## src/rtl/vrf_writeback_arbiter.sv

```systemverilog
// Per-lane VRF write-port arbiter: exec writes win, colliding loads queue in a small FIFO and drain on idle cycles.
// Optional perf counters (conflict_count, max_occupancy) are built only when VRF_WB_PERF_EN is defined.
module vrf_writeback_arbiter #(
  parameter int LANES_DATA_WIDTH    = 64,
  parameter int NUMBER_VECTOR_LANES = 4,
  parameter int LOAD_FIFO_DEPTH     = 4
) (
  input  logic                                                  clk,
  input  logic                                                  rst,
  input  logic [NUMBER_VECTOR_LANES-1:0][4:0]                   destination_in,
  input  logic [NUMBER_VECTOR_LANES-1:0][LANES_DATA_WIDTH-1:0]  data_write_in,
  input  logic [NUMBER_VECTOR_LANES-1:0]                        write_enable_in,
  input  logic [NUMBER_VECTOR_LANES-1:0][4:0]                   load_destination_in,
  input  logic [NUMBER_VECTOR_LANES-1:0][LANES_DATA_WIDTH-1:0]  data_from_load_in,
  input  logic [NUMBER_VECTOR_LANES-1:0]                        read_done_in,
  output logic [NUMBER_VECTOR_LANES-1:0]                        vrf_write_enable,
  output logic [NUMBER_VECTOR_LANES-1:0][4:0]                   vrf_destination,
  output logic [NUMBER_VECTOR_LANES-1:0][LANES_DATA_WIDTH-1:0]  vrf_data,
  output logic [NUMBER_VECTOR_LANES-1:0]                        load_stall,
  output logic [NUMBER_VECTOR_LANES-1:0]                        load_overflow,
  output logic                                                  wb_idle
`ifdef VRF_WB_PERF_EN
  ,
  output logic [31:0]                                           conflict_count,
  output logic [$clog2(LOAD_FIFO_DEPTH):0]                      max_occupancy
`endif
);

  localparam int PW = $clog2(LOAD_FIFO_DEPTH);
  localparam int CW = PW + 1;
  localparam logic [CW-1:0] FULL_CNT  = CW'(LOAD_FIFO_DEPTH);
  localparam logic [CW-1:0] STALL_CNT = CW'(LOAD_FIFO_DEPTH - 1);

  logic [CW-1:0]                  lane_count [NUMBER_VECTOR_LANES];
  logic [NUMBER_VECTOR_LANES-1:0] lane_busy;
  logic [NUMBER_VECTOR_LANES-1:0] lane_conflict;

  for (genvar i = 0; i < NUMBER_VECTOR_LANES; i++) begin : g_lane
    logic [4:0]                  mem_dest [LOAD_FIFO_DEPTH];
    logic [LANES_DATA_WIDTH-1:0] mem_data [LOAD_FIFO_DEPTH];
    logic [PW-1:0]               rd_ptr, wr_ptr;
    logic [CW-1:0]               count;
    logic                        sel_exec, sel_drain, sel_bypass;
    logic                        full, push, push_ok;
    logic                        we_q, ovf_q;
    logic [4:0]                  dest_q;
    logic [LANES_DATA_WIDTH-1:0] data_q;

    always_comb begin
      sel_exec   = write_enable_in[i];
      sel_drain  = !write_enable_in[i] && (count != '0);
      sel_bypass = !write_enable_in[i] && (count == '0) && read_done_in[i];
      full       = (count == FULL_CNT);
      push       = read_done_in[i] && !sel_bypass;
      // A full FIFO still accepts a push when the head leaves in the same cycle.
      push_ok    = push && (!full || sel_drain);
    end

    always_ff @(posedge clk) begin
      if (push_ok) begin
        mem_dest[wr_ptr] <= load_destination_in[i];
        mem_data[wr_ptr] <= data_from_load_in[i];
      end
    end

    always_ff @(posedge clk) begin
      if (rst) begin
        rd_ptr <= '0;
        wr_ptr <= '0;
        count  <= '0;
        we_q   <= 1'b0;
        dest_q <= '0;
        data_q <= '0;
        ovf_q  <= 1'b0;
      end else begin
        if (push_ok)
          wr_ptr <= wr_ptr + PW'(1);
        if (sel_drain)
          rd_ptr <= rd_ptr + PW'(1);
        case ({push_ok, sel_drain})
          2'b10:   count <= count + CW'(1);
          2'b01:   count <= count - CW'(1);
          default: count <= count;
        endcase
        if (push && !push_ok)
          ovf_q <= 1'b1;
        we_q <= sel_exec || sel_drain || sel_bypass;
        if (sel_exec) begin
          dest_q <= destination_in[i];
          data_q <= data_write_in[i];
        end else if (sel_drain) begin
          dest_q <= mem_dest[rd_ptr];
          data_q <= mem_data[rd_ptr];
        end else if (sel_bypass) begin
          dest_q <= load_destination_in[i];
          data_q <= data_from_load_in[i];
        end
      end
    end

    assign vrf_write_enable[i] = we_q;
    assign vrf_destination[i]  = dest_q;
    assign vrf_data[i]         = data_q;
    assign load_overflow[i]    = ovf_q;
    assign load_stall[i]       = (count >= STALL_CNT);
    assign lane_count[i]       = count;
    assign lane_busy[i]        = (count != '0);
    assign lane_conflict[i]    = push_ok && sel_exec;
  end

  assign wb_idle = !(|lane_busy) && !(|vrf_write_enable);

`ifdef VRF_WB_PERF_EN
  logic [CW-1:0] cur_max;

  always_comb begin
    cur_max = '0;
    for (int k = 0; k < NUMBER_VECTOR_LANES; k++)
      if (lane_count[k] > cur_max)
        cur_max = lane_count[k];
  end

  always_ff @(posedge clk) begin
    if (rst) begin
      conflict_count <= '0;
      max_occupancy  <= '0;
    end else begin
      if ((|lane_conflict) && (conflict_count != 32'hFFFF_FFFF))
        conflict_count <= conflict_count + 32'd1;
      if (cur_max > max_occupancy)
        max_occupancy <= cur_max;
    end
  end
`else
  logic unused_conflict;
  assign unused_conflict = |lane_conflict;
`endif

endmodule

```

## config.mk

```make
export PLATFORM = sky130hd
export DESIGN_NAME = vrf_writeback_arbiter
export DESIGN_NICKNAME = d
export VERILOG_FILES = /design/src/rtl/vrf_writeback_arbiter.sv
export SDC_FILE = /design/constraint.sdc
export NUM_CORES = 2
export LEC_CHECK = 0
export CORE_UTILIZATION = 33
export DETAILED_ROUTE_END_ITERATION = 10
export GPL_TIMING_DRIVEN = 0
export MAX_ROUTING_LAYER = met4
export PLACE_DENSITY_LB_ADDON = 0.15
export SLEW_MARGIN = 20
export SYNTH_ARGS = -nofsm -noshare
export SYNTH_HDL_FRONTEND = slang
export SYNTH_SLANG_ARGS = --single-unit
```

## constraint.sdc

```tcl
create_clock -name clk -period 4.8 [get_ports clk]
set_clock_uncertainty 0.1 [all_clocks]
set_input_delay 0.72 -clock clk [delete_from_list [all_inputs] [get_ports clk]]
set_output_delay 0.72 -clock clk [all_outputs]
set_load 0.01 [all_outputs]
```

==> flow_summary_export.csv <==
group,metric,value,unit
place,placed_cells,6843,
synthesis,synth_top_family_by_area,"multiplexers",
power,net-switching-power,8.261,mW
setup_path,critical_path.max_fanout,10,
setup_path,crit_path_cell_trace,"buf_2, or3_1, buf_2, buf_6, clkbuf_1, nor2_1, clkdlybuf4s50_1",
synthesis,postSynthCellCount,3637,
clock_tree,cts-htree-levels,4,
synthesis,post_synth.cell_area_avg,16.11,µm²
clock_tree,cts_tree,"yes",
power,power.share.switching,25.95,%
synthesis,netlist-cell-type-count,47,
clock_tree,cts_repair_resize_count,0,
clock_tree,tritoncts_num_sinks,1424,
cells_and_area,final_cells,7167,
sta,finalSetupTns,0,ns
clock_tree,cts_buffers,160,
floorplanning,floorplan.initialDensity,33.23,%
cells_and_area,design.final.nets,5247,
setup_path,slowest_delay,0.75,ns
sta,report.final.hold_viol_count,0,
synthesis,synth_area,0.05858,mm²
setup_path,crit_path_frequent_cell,"buf_2",
synthesis,dominantRegCellSynth,"edfxtp_1",
sta,post-route-min-period,4.116,ns
clock_tree,clock_tree.buffer_depth,3,
setup_path,worst_setup_path_start_kind,"flip-flop",
sta,max_freq,243.0,MHz
clock_tree,cts.repair_timing.setup_buffer_count,0,
synthesis,synthAdderAreaFrac,0.4784,%
route,vias,37380,
synthesis,synth_seq_area_share,67.52,%
sta,max-slew-margin-rel,24.80,%
setup_path,arrival,3.30,ns
place,post-dp-hpwl,134000,µm
sta,worst_slew_pin_tran,1.124,ns
synthesis,ys_async_sr_fraction,0,%
sta,final_min_period_over_clock_period,85.75,%
setup_path,worst-r2r-cell-count,6,
synthesis,synth-simple-area-share,10.29,%
grt,grt_overflow_total,0,
power,internal_dissipation,23.57,mW
floorplanning,die_height,423.3,µm
flow_run,maxCapViolations,0,
synthesis,synth-warning-count,0,
setup_path,critPathKind,"reg2out",
clock_tree,cts_hold_buffers,0,
power,comb_power_share,16.3,%
setup_path,worstPathRequired,3.98,ns
setup_path,reg2reg_to,"g_lane[0].count[2]$_SDFFE_PP0P_",
sta,rsz_0062_raised_after_global_routing,"no",
setup_path,worstSetupEndpointType,"output port",
power,share_seq_of_total_power,45.6,%
floorplanning,core-area,0.1763,mm²
setup_path,crit_path_start,"g_lane[2].count[0]$_SDFFE_PP0P_",
place,routabilityCongestion,0.8451,
synthesis,compound_gate_fraction_of_synth_area,7.697,%
route,drt-wirelength-per-cell,26.65,µm
floorplanning,fp.dieW,423.3,µm
setup_path,worstPathBufferInverterCount,5,
setup_path,critical_path_cell_count,7,
synthesis,synth-seq-cells,1424,
cells_and_area,growth_of_design_area_from_synthesis_to_finish,29.34,%
grt,gr-usage-all-layers,21.44,%
setup_path,cp_top_family,"buffers and inverters",
grt,grt_antenna_before_repair,32,
setup_path,crit_path_max_delay_cell_type,"clkdlybuf4s50_1",
floorplanning,rows,154,
synthesis,synth-edff-count,1104,
cells_and_area,commonest_cells_after_routing_fill_and_taps_aside,"edfxtp_1, clkdlybuf4s50_1, dfxtp_1",
power,power.density_cell_area,420.1,mW/mm²
sta,hold_slack,0.2279,ns
sta,report.final.setup_viol,0,
route,detail_route.iter0.violations,2738,
status,status,"complete, but fails checks",
floorplanning,pin_count,851,
cells_and_area,layout_commonest_cell,"edfxtp_1",
setup_path,timing.reg2reg.setup_slack,2.01,ns
synthesis,synthesis.nets,4219,
place,portBuffers,845,
setup_path,reg2reg_from,"g_lane[0].count[0]$_SDFFE_PP0P_",
synthesis,synth_xor_xnor_area_share,0.1345,%
setup_path,crit_path_end,"wb_idle",
grt,global_route_wire_length_before_repair,273000,µm
power,share_clk_of_total_power,38.1,%
route,route.detailed.vias_per_inst,5.215,
route,drt_drc_violations_left,132,
route,ant_nets,0,
status,violations,"design-rule violations",
cells_and_area,drive_above_1_share,18.63,%
grt,grt_max_degree,41,
power,total_leakage_power,24.55,nW
min_path,worst_hold_path_class,"in2reg",
clock_tree,clk-insertion-delay-late,0.79,ns
synthesis,post_synth_mux_area_share,10.79,%
grt,number_of_global_route_vias_before_repair,38420,
clock_tree,clockRootBuffer,"clkbuf_16",
clock_tree,register_clock_pin_slew_on_the_reported_worst_setup_and_hold_paths,0.06,ns
route,dr.pass1.iters,9,
floorplanning,design.die.area,0.1792,mm²
route,drt-total-wl,191000,µm
sta,report.final.slew_viol_count,0,
power,peakVddDrop,0.2616,mV
==> worst min-delay path by stage <==
stage	startpoint	end	slack [ns]	cells past startpoint
after floorplan	g_lane[0].ovf_q$_SDFFE_PP0P_	g_lane[0].ovf_q$_SDFFE_PP0P_	0.34	2
after global placement	g_lane[3].ovf_q$_SDFFE_PP0P_	g_lane[3].ovf_q$_SDFFE_PP0P_	0.37	2
after CTS	write_enable_in[3]	g_lane[3].rd_ptr[1]$_SDFFE_PP0N_	0.16	3
after detailed placement	g_lane[3].ovf_q$_SDFFE_PP0P_	g_lane[3].ovf_q$_SDFFE_PP0P_	0.37	2
final	write_enable_in[3]	g_lane[3].rd_ptr[1]$_SDFFE_PP0N_	0.23	3
after global routing	write_enable_in[3]	g_lane[3].rd_ptr[1]$_SDFFE_PP0N_	0.22	3
==> through the flow <==
step | setup slack [ns] | cell area, µm² | power (mW) | utilization (%)
final | 0.6840 | 75770 | 31.83 | 42.98
after global routing | 0.5163 | 75770 | 32.97 | 42.97
after CTS | 0.5517 | 75710 | 32.17 | 42.94
after detailed placement | 0.7297 | 70530 | 20.01 | 40.00
after global placement | -1.270 | 69970 | 19.97 | 39.69
after floorplan | 1.315 | 58580 | 17.41 | -
==> cells in the mapped netlist (3+ instances only) <==
| master | instances | share of area [%] |
|---|---|---|
| edfxtp_1 | 1104 | 57 |
| dfxtp_1 | 320 | 11 |
| nand2b_1 | 287 | 3.1 |
| o31ai_1 | 279 | 3.6 |
| a22oi_1 | 276 | 3.5 |
| mux4_2 | 276 | 11 |
| nand3_1 | 276 | 2.4 |
| nor3_2 | 178 | 3.0 |
| clkbuf_1 | 176 | 1.1 |
| nor3_1 | 103 | 0.88 |
| buf_2 | 96 | 0.82 |
| buf_6 | 35 | 0.67 |
| nor2_1 | 31 | 0.20 |
| buf_4 | 19 | 0.24 |
| inv_1 | 18 | 0.12 |
| and2_1 | 16 | 0.17 |
| ha_1 | 16 | 0.34 |
| a21oi_1 | 14 | 0.12 |
| or3_1 | 14 | 0.15 |
| buf_1 | 12 | 0.077 |
| o21ai_0 | 8 | 0.068 |
| mux2_2 | 6 | 0.12 |
| xor2_1 | 5 | 0.075 |
| a21o_1 | 4 | 0.051 |
| a221oi_1 | 4 | 0.060 |
| a31oi_1 | 4 | 0.043 |
| a41oi_1 | 4 | 0.060 |
| fa_1 | 4 | 0.14 |
| mux2i_1 | 4 | 0.068 |
| nand2_1 | 4 | 0.026 |
| nor4_4 | 4 | 0.15 |
| o211ai_1 | 4 | 0.051 |
| o31a_1 | 4 | 0.060 |
| or4_1 | 4 | 0.051 |
| xnor2_1 | 4 | 0.060 |
| clkbuf_2 | 3 | 0.026 |
| o311ai_0 | 3 | 0.045 |
| or2_1 | 3 | 0.032 |
| or3b_2 | 3 | 0.045 |
| or4b_1 | 3 | 0.051 |
==> kinds of logic after synthesis <==
family,after synthesis
AO/OA/AOI/OAI,606
XOR/XNOR,9
adder cells (fa/ha/maj),20
buffers and inverters,359
flip-flops,1424
multiplexers,286
AND/OR/NAND/NOR,933
==> registers in the layout, summed over array words and instances, names as in the netlist, named ones only <==
name             cells
g_lane.mem_data   1024
g_lane.mem_dest     80
g_lane.data_q      256
g_lane.wr_ptr        8
g_lane.count        12
g_lane.we_q          4
g_lane.rd_ptr        8
g_lane.ovf_q         4
g_lane.dest_q       20
==> routing by layer <==
metal  GRT usage (%)  routed length [µm]
met2           35.71               97220
met5               -                   0
met3           3.563                9122
met4           7.732                6405
met1           26.20               78280
==> final cells by class <==
| class | instances | area (µm²) |
|---|---|---|
| antenna | 27 | 67.56 |
| buffer | 341 | 1744 |
| clock buffer | 222 | 4506 |
| clock inverter | 75 | 671.9 |
| fill | 16020 | 100500 |
| inverter | 18 | 67.56 |
| multi-input combinational | 1854 | 17270 |
| sequential | 1424 | 39560 |
| tap | 2340 | 2928 |
| timing repair buffer | 866 | 8961 |
==> worst min-delay path: stages <==
cell     delay [ns]
buf_6          0.14
or4_1          0.12
a21oi_1        0.07
==> power groups by stage <==
| stage | clock, mW | combinational [mW] | sequential [mW] |
|---|---|---|---|
| 6_report | 12.1 | 5.20 | 14.5 |
| 5_1_grt | 12.8 | 5.55 | 14.6 |
| 4_1_cts | 12.4 | 5.27 | 14.5 |
| 3_5_place_dp | 0 | 5.25 | 14.8 |
| 3_3_place_gp | 0 | 5.15 | 14.8 |
| 2_1_floorplan | 0 | 2.54 | 14.9 |
(Power assumes the default switching activity.)
